===== src/rtl/cart_map_pkg.sv =====
// Shared definitions for the cartridge-mapper bus selector: FSM states,
// idle bus values and the channel numbering used by the SNES cart slot.
package cart_map_pkg;

  typedef enum logic [1:0] {
    ST_HOLD     = 2'd0,
    ST_SETTLE   = 2'd1,
    ST_LOCKED   = 2'd2,
    ST_CONFLICT = 2'd3
  } map_state_e;

  // Values driven onto the shared ports while no channel owns them
  localparam logic [7:0] IDLE_DATA     = 8'h00;
  localparam logic       IDLE_IRQ_N    = 1'b1;
  localparam logic       IDLE_STROBE_N = 1'b1;
  localparam logic       IDLE_WORD     = 1'b0;

  // Channel numbering; channel 0 is the plain LoROM/HiROM/DSP fallback
  localparam int CH_DLH     = 0;
  localparam int CH_CX4     = 1;
  localparam int CH_SDD1    = 2;
  localparam int CH_GSU     = 3;
  localparam int CH_SA1     = 4;
  localparam int CH_SPC7110 = 5;

endpackage


===== src/rtl/cart_map_sel_fsm.sv =====
// Channel-selection FSM: waits for map_active to stay stable for SETTLE_CYC
// cycles, then locks the requesting channel for the rest of the session.
// Multi-hot requests before lock are fatal until reset; changes after lock
// only raise the sticky change_err flag.
module cart_map_sel_fsm
  import cart_map_pkg::*;
#(
  parameter int NCH        = 6,
  parameter int SETTLE_CYC = 16,
  parameter int SEL_W      = $clog2(NCH)
) (
  input  logic             mclk,
  input  logic             rst_n,
  input  logic [NCH-2:0]   map_active,
  output logic [SEL_W-1:0] sel,
  output logic             locked,
  output logic             conflict,
  output logic             change_err
);

  localparam int CNT_W = (SETTLE_CYC < 1) ? 1 : $clog2(SETTLE_CYC + 1);
  localparam logic [CNT_W-1:0] CNT_TERM = CNT_W'(SETTLE_CYC);

  map_state_e       state;
  map_state_e       state_nxt;
  logic [CNT_W-1:0] cnt;
  logic [CNT_W-1:0] cnt_nxt;
  logic [NCH-2:0]   prev;
  logic [SEL_W-1:0] sel_nxt;
  logic [SEL_W-1:0] hot_sel;
  logic             hot_seen;
  logic             multi_hot;
  logic             changed;
  logic             change_err_nxt;

  // Decode the request vector: bit k-1 selects channel k, none selects the fallback
  always_comb begin
    hot_seen  = 1'b0;
    multi_hot = 1'b0;
    hot_sel   = SEL_W'(CH_DLH);
    for (int k = 1; k < NCH; k++) begin
      if (map_active[k-1]) begin
        if (hot_seen) begin
          multi_hot = 1'b1;
        end
        hot_seen = 1'b1;
        hot_sel  = SEL_W'(k);
      end
    end
  end

  assign changed = (map_active != prev);

  // Next-state logic; HOLD behaves like SETTLE once reset is released so that
  // SETTLE_CYC=0 locks on the very first edge
  always_comb begin
    state_nxt      = state;
    cnt_nxt        = cnt;
    sel_nxt        = sel;
    change_err_nxt = change_err;
    case (state)
      ST_HOLD, ST_SETTLE: begin
        if (multi_hot) begin
          state_nxt = ST_CONFLICT;
          cnt_nxt   = '0;
        end else if (changed) begin
          state_nxt = ST_SETTLE;
          cnt_nxt   = '0;
        end else if (cnt == CNT_TERM) begin
          state_nxt = ST_LOCKED;
          sel_nxt   = hot_sel;
        end else begin
          state_nxt = ST_SETTLE;
          cnt_nxt   = cnt + 1'b1;
        end
      end
      ST_LOCKED: begin
        if (changed) begin
          change_err_nxt = 1'b1;
        end
      end
      ST_CONFLICT: begin
        state_nxt = ST_CONFLICT;
      end
      default: begin
        state_nxt = ST_HOLD;
      end
    endcase
  end

  // State, counter, locked selection, sticky flag and the request snapshot
  always_ff @(posedge mclk) begin
    if (!rst_n) begin
      state      <= ST_HOLD;
      cnt        <= '0;
      sel        <= '0;
      change_err <= 1'b0;
    end else begin
      state      <= state_nxt;
      cnt        <= cnt_nxt;
      sel        <= sel_nxt;
      change_err <= change_err_nxt;
    end
    prev <= map_active;
  end

  assign locked   = (state == ST_LOCKED);
  assign conflict = (state == ST_CONFLICT);

endmodule


===== src/rtl/cart_map_mux.sv =====
// Cartridge bus selector between the SNES core and NCH mapper channels.
// The locked channel's CPU, ROM and BSRAM signals are steered to the shared
// ports; unlocked ports sit at idle values. Defining CART_MAP_MUX_OUTREG_EN
// registers every data-path output, adding one mclk of latency.
module cart_map_mux
  import cart_map_pkg::*;
#(
  parameter int             NCH         = 6,
  parameter int             ROM_AW      = 24,
  parameter int             RAM_AW      = 20,
  parameter int             SETTLE_CYC  = 16,
  parameter logic [NCH-1:0] TURBO_BLOCK = 6'b001010
) (
  input  logic                     mclk,
  input  logic                     rst_n,
  input  logic [NCH-2:0]           map_active,
  input  logic [NCH*8-1:0]         ch_do,
  input  logic [NCH-1:0]           ch_irq_n,
  input  logic [NCH*ROM_AW-1:0]    ch_rom_addr,
  input  logic [NCH-1:0]           ch_rom_ce_n,
  input  logic [NCH-1:0]           ch_rom_oe_n,
  input  logic [NCH-1:0]           ch_rom_word,
  input  logic [NCH*RAM_AW-1:0]    ch_bsram_addr,
  input  logic [NCH*8-1:0]         ch_bsram_d,
  input  logic [NCH-1:0]           ch_bsram_ce_n,
  input  logic [NCH-1:0]           ch_bsram_oe_n,
  input  logic [NCH-1:0]           ch_bsram_we_n,
  output logic [7:0]               di,
  output logic                     irq_n,
  output logic [ROM_AW-1:0]        rom_addr,
  output logic                     rom_ce_n,
  output logic                     rom_oe_n,
  output logic                     rom_word,
  output logic [RAM_AW-1:0]        bsram_addr,
  output logic [7:0]               bsram_d,
  output logic                     bsram_ce_n,
  output logic                     bsram_oe_n,
  output logic                     bsram_we_n,
  output logic [$clog2(NCH)-1:0]   sel,
  output logic                     locked,
  output logic                     conflict,
  output logic                     change_err,
  output logic                     turbo_allow
);

  localparam int SEL_W = $clog2(NCH);

  logic [7:0]        mux_di;
  logic              mux_irq_n;
  logic [ROM_AW-1:0] mux_rom_addr;
  logic              mux_rom_ce_n;
  logic              mux_rom_oe_n;
  logic              mux_rom_word;
  logic [RAM_AW-1:0] mux_bsram_addr;
  logic [7:0]        mux_bsram_d;
  logic              mux_bsram_ce_n;
  logic              mux_bsram_oe_n;
  logic              mux_bsram_we_n;
  logic              turbo_blocked;

  cart_map_sel_fsm #(
    .NCH        (NCH),
    .SETTLE_CYC (SETTLE_CYC),
    .SEL_W      (SEL_W)
  ) u_sel_fsm (
    .mclk       (mclk),
    .rst_n      (rst_n),
    .map_active (map_active),
    .sel        (sel),
    .locked     (locked),
    .conflict   (conflict),
    .change_err (change_err)
  );

  // Steer the locked channel onto the shared ports and look up its turbo policy
  always_comb begin
    mux_di         = IDLE_DATA;
    mux_irq_n      = IDLE_IRQ_N;
    mux_rom_addr   = '0;
    mux_rom_ce_n   = IDLE_STROBE_N;
    mux_rom_oe_n   = IDLE_STROBE_N;
    mux_rom_word   = IDLE_WORD;
    mux_bsram_addr = '0;
    mux_bsram_d    = IDLE_DATA;
    mux_bsram_ce_n = IDLE_STROBE_N;
    mux_bsram_oe_n = IDLE_STROBE_N;
    mux_bsram_we_n = IDLE_STROBE_N;
    turbo_blocked  = 1'b0;
    for (int i = 0; i < NCH; i++) begin
      if (sel == SEL_W'(i)) begin
        turbo_blocked = TURBO_BLOCK[i];
        if (locked) begin
          mux_di         = ch_do[i*8 +: 8];
          mux_irq_n      = ch_irq_n[i];
          mux_rom_addr   = ch_rom_addr[i*ROM_AW +: ROM_AW];
          mux_rom_ce_n   = ch_rom_ce_n[i];
          mux_rom_oe_n   = ch_rom_oe_n[i];
          mux_rom_word   = ch_rom_word[i];
          mux_bsram_addr = ch_bsram_addr[i*RAM_AW +: RAM_AW];
          mux_bsram_d    = ch_bsram_d[i*8 +: 8];
          mux_bsram_ce_n = ch_bsram_ce_n[i];
          mux_bsram_oe_n = ch_bsram_oe_n[i];
          mux_bsram_we_n = ch_bsram_we_n[i];
        end
      end
    end
  end

  // Turbo is only granted once a channel is locked and it does not forbid it
  always_ff @(posedge mclk) begin
    if (!rst_n) begin
      turbo_allow <= 1'b0;
    end else begin
      turbo_allow <= locked & ~turbo_blocked;
    end
  end

`ifdef CART_MAP_MUX_OUTREG_EN
  // Registered data path; the mux is already idle while unlocked
  always_ff @(posedge mclk) begin
    if (!rst_n) begin
      di         <= IDLE_DATA;
      irq_n      <= IDLE_IRQ_N;
      rom_addr   <= '0;
      rom_ce_n   <= IDLE_STROBE_N;
      rom_oe_n   <= IDLE_STROBE_N;
      rom_word   <= IDLE_WORD;
      bsram_addr <= '0;
      bsram_d    <= IDLE_DATA;
      bsram_ce_n <= IDLE_STROBE_N;
      bsram_oe_n <= IDLE_STROBE_N;
      bsram_we_n <= IDLE_STROBE_N;
    end else begin
      di         <= mux_di;
      irq_n      <= mux_irq_n;
      rom_addr   <= mux_rom_addr;
      rom_ce_n   <= mux_rom_ce_n;
      rom_oe_n   <= mux_rom_oe_n;
      rom_word   <= mux_rom_word;
      bsram_addr <= mux_bsram_addr;
      bsram_d    <= mux_bsram_d;
      bsram_ce_n <= mux_bsram_ce_n;
      bsram_oe_n <= mux_bsram_oe_n;
      bsram_we_n <= mux_bsram_we_n;
    end
  end
`else
  assign di         = mux_di;
  assign irq_n      = mux_irq_n;
  assign rom_addr   = mux_rom_addr;
  assign rom_ce_n   = mux_rom_ce_n;
  assign rom_oe_n   = mux_rom_oe_n;
  assign rom_word   = mux_rom_word;
  assign bsram_addr = mux_bsram_addr;
  assign bsram_d    = mux_bsram_d;
  assign bsram_ce_n = mux_bsram_ce_n;
  assign bsram_oe_n = mux_bsram_oe_n;
  assign bsram_we_n = mux_bsram_we_n;
`endif

endmodule


===== config.mk =====
export PLATFORM = sky130hd
export DESIGN_NAME = cart_map_mux
export DESIGN_NICKNAME = d
export VERILOG_FILES = /design/src/rtl/cart_map_pkg.sv /design/src/rtl/cart_map_sel_fsm.sv /design/src/rtl/cart_map_mux.sv
export SDC_FILE = /design/constraint.sdc
export NUM_CORES = 1
export LEC_CHECK = 0
export ABC_AREA = 1
export BUFFER_PORTS_ARGS = -buffer_cell sky130_fd_sc_hd__buf_2
export CORE_AREA = 2 2 190 192
export CTS_CLUSTER_SIZE = 40
export DETAILED_ROUTE_END_ITERATION = 8
export DIE_AREA = 0 0 192 194
export GPL_ROUTABILITY_DRIVEN = 0
export PLACE_DENSITY = 0.38
export SYNTH_ARGS = -nofsm -noshare
export SYNTH_HDL_FRONTEND = slang
export SYNTH_SLANG_ARGS = --single-unit

===== constraint.sdc =====
create_clock -name mclk -period 2 [get_ports mclk]
set_input_delay 0.2 -clock mclk [delete_from_list [all_inputs] [get_ports mclk]]
set_output_delay 0.2 -clock mclk [all_outputs]
set_load 0.05 [all_outputs]

==> results.md <==
- Total Power Consumption: 2.245 mW
- arrival time worst endpoint: 1.87 ns
- average wire per standard cell: 18.35 um
- power spent charging and discharging nets: 936.4 uW
- Floorplan Core Area: 35220 um2
- most frequent cells in the layout: 415 x sky130_fd_sc_hd__buf_2, 323 x sky130_fd_sc_hd__nand2_1, 77 x sky130_fd_sc_hd__nand4_1
- RSZ-0062 raised after global routing: yes
- Nets: 1638
- CTS Root Cell: sky130_fd_sc_hd__clkbuf_16
- CTS Buf Count: 3
- Die H: 194 um
- final worst path period need: 2.070 ns
- chain of cells forming the critical path: buf_6, buf_4, nand3_2, clkinv_4, buf_16, nand2_1, nand4_1, buf_12
- register share of total power: 15.8%
- Synthesized Nets: 1144
- outcome: finished with violations
- Die ar.: 37250 um2
- final worst clock skew: 0.005355 ns
- met3 demand-to-capacity share in global routing: 1.810%
- total wire length: 30.98 mm
- reported max-cap violation count: 0
- internal power: 1.309 mW
- routed vias: 7331
- placed wire-length estimate: 21.96 mm
- fraction of layout cells with a size suffix above 1: 50.49%
- fraction of power consumed by the clock network: 18.2%
- number of rows in the core area: 69
- growth of design area from synthesis to finish: 124.8%
- clock transition at the registers of the reported paths: 0.06 ns
- buffers plus inverters on the worst setup path: 5
- cell with the biggest individual delay on the critical path: sky130_fd_sc_hd__dfxtp_4
- worst-case setup margin in the final layout: -0.07040 ns
- maximum clock rate: 483.0 MHz
- worst slew pin tran: 0.3851 ns
- leakage component of the power: 3.925 nW
- critical path class: register to output port
- CTS Hold Buffers Added: 0
- vias in the first global route: 7289
- total of flip-flops plus latches after synthesis: 17
- share of the yosys chip area belonging to registers: 9.097%
- initial antenna violation count: 2
- H-tree levels: 1
- number of buffers on the longest clock path: 2
- CP delay by family, top: buffers and inverters
- crit-path max FO: 17
- total gr overflow: 0
- area of the mapped netlist: 3741 um2
- setup slack at placement: -0.03799 ns
- period utilisation layout: 103.5%
- initial core utilization: 10.62%
- DRC marker count from the first detailed-route iteration: 370
- width of the chip: 192 um
- areal power density over the cells: 266.9 nW/um2
- final standard cell count with taps included and fillers excluded: 1688
- Unique masters post-synth: 26
- Hold WC Path Type: primary input to register
- headroom to the max-slew limit: 74.23%
- Post-Syn Instances: 733
- number of remaining DRC errors: 0
- Boundary Pins: 483
- TritonCTS clock tree: yes
- maximum number of pins on one net before global-route repair: 35
- global-route wire length before repair: 41.60 mm
- pins over their slew limit: 0
- final-report hold violation count: 0
- busiest metal layer after global routing: met2
- detailed-route vias per instance: 4.343
- leading cell type in the layout, fill and taps excluded: sky130_fd_sc_hd__buf_2
- synthesized area per cell: 5.104 um2
- Switching Fraction: 41.71%
- Fin Setup TNS: -0.7341 ns
- maximum single-stage delay on the critical path: 0.37 ns
- Setup crit end kind: output port
- sort of element at the start of the critical path: register
- first-pass iteration count of the detailed router: 5
- required time worst endpoint: 1.80 ns
- Buffers on Ports: 482
- antenna-violating nets left: 0
- clock sink total: 17
- failing checks: negative setup slack
- number of instances in the placed design: 1651
- number of setup violations in the final report: 32
- GRT Resource Usage Total: 14.64%
- met2 Usage GRT: 27.44%
- peak supply drop: 0.2848 mV
- clock network latency to the later pin of the worst-skew pair: 0.25 ns
- GR met1 Demand/Resource: 17.86%
- power share of the combinational group: 66.0%
- Ys Warns: 0
[routing by layer]
layer / up-vias / wire (um)
met5: - / 0
met4: 0 / 414
met2: 373 / 15710
met3: 31 / 2238
li1: 3565 / -
met1: 3362 / 12620
[repair_timing]
item | in CTS | in global routing
gates resized for setup | 184 | 46
pin swaps | 15 | 15
buffers inserted | 13 | 5
cloned | 10 | 5
setup endpoints to repair | 67 | 67
[registers in the layout (all words and copies together), names as in the netlist]
name	flops
u_sel_fsm.prev	5
u_sel_fsm.change_err	1
u_sel_fsm.sel	3
u_sel_fsm.cnt	5
u_sel_fsm.state	2
turbo_allow	1
[path summary, 6_finish.rpt]
kind                                           from                                 to  slack [ns]  cells after the start
setup reg to reg          u_sel_fsm.prev[4]$_DFF_P_      u_sel_fsm.sel[2]$_SDFFE_PN0P_        0.39                      7
hold / removal                        map_active[2]          u_sel_fsm.prev[2]$_DFF_P_        0.12                      1
hold reg to reg   u_sel_fsm.change_err$_SDFFE_PN0P_  u_sel_fsm.change_err$_SDFFE_PN0P_        0.47                      2
setup / recovery      u_sel_fsm.sel[2]$_SDFFE_PN0P_                     bsram_addr[19]       -0.07                      8
[cell usage after synthesis (all sizes together)]
master  instances  area (um2)
a31oi          61       381.6
o221ai          6       52.55
clkbuf         17       63.81
xor2            3       26.28
inv            31       116.4
dfxtp          17       340.3
a21oi          15       75.07
ha              2       25.02
o21ai          23       115.1
o211a           1       10.01
buf            44       240.2
o21bai          1       7.510
nand3          10       50.05
nand4          77       481.7
nand2         339        1272
xnor2           3       26.28
nor3            6       35.03
nor2           29       121.4
o22ai          48       300.3
[power by group through the flow]
stage	clock network (mW)	registers (mW)	logic [mW]
floorplan	0	0.375	0.601
global placement	0	0.364	1.23
detailed placement	0	0.364	1.22
CTS	0.419	0.355	1.41
global route	0.442	0.356	1.59
finish	0.409	0.355	1.48
[worst reg2reg max path, delay by kind of cell, from the launching register on]
family,cells,cell delay [ns]
AO/OA/AOI/OAI,1,0.12
AND/OR/NAND/NOR,5,0.98
flip-flops,1,0.30
XOR/XNOR,1,0.14
[cell families after synthesis]
logic type               count (synthesis)  share of synthesized area (%)
AO/OA/AOI/OAI                          155                          25.18
XOR/XNOR                                 6                          1.405
adder cells (fa/ha/maj)                  2                         0.6688
buffers and inverters                   92                          11.24
flip-flops                              17                          9.097
AND/OR/NAND/NOR                        461                          52.41
[layout make-up]
class	count	area, um2
Tap cell	461	576.8
Antenna cell	1	2.502
Fill cell	4004	26810
Sequential cell	17	354.1
Inverter	31	132.6
Multi-Input combinational cell	624	3269
Clock buffer	3	75.07
Clock inverter	1	5.005
Timing Repair Buffer	550	3996
[through the flow]
| step | util [%] | hold WS (ns) | instance area, um2 |
|---|---|---|---|
| CTS | 22.95 | 0.1141 | 8084 |
| global route | 23.87 | 0.1192 | 8409 |
| floorplan | - | 0.2277 | 3791 |
| detailed placement | 19.85 | 0.3740 | 6990 |
| global placement | 19.85 | 0.3716 | 6990 |
| finish | 23.88 | 0.1173 | 8412 |
(Power assumes the default switching activity.)
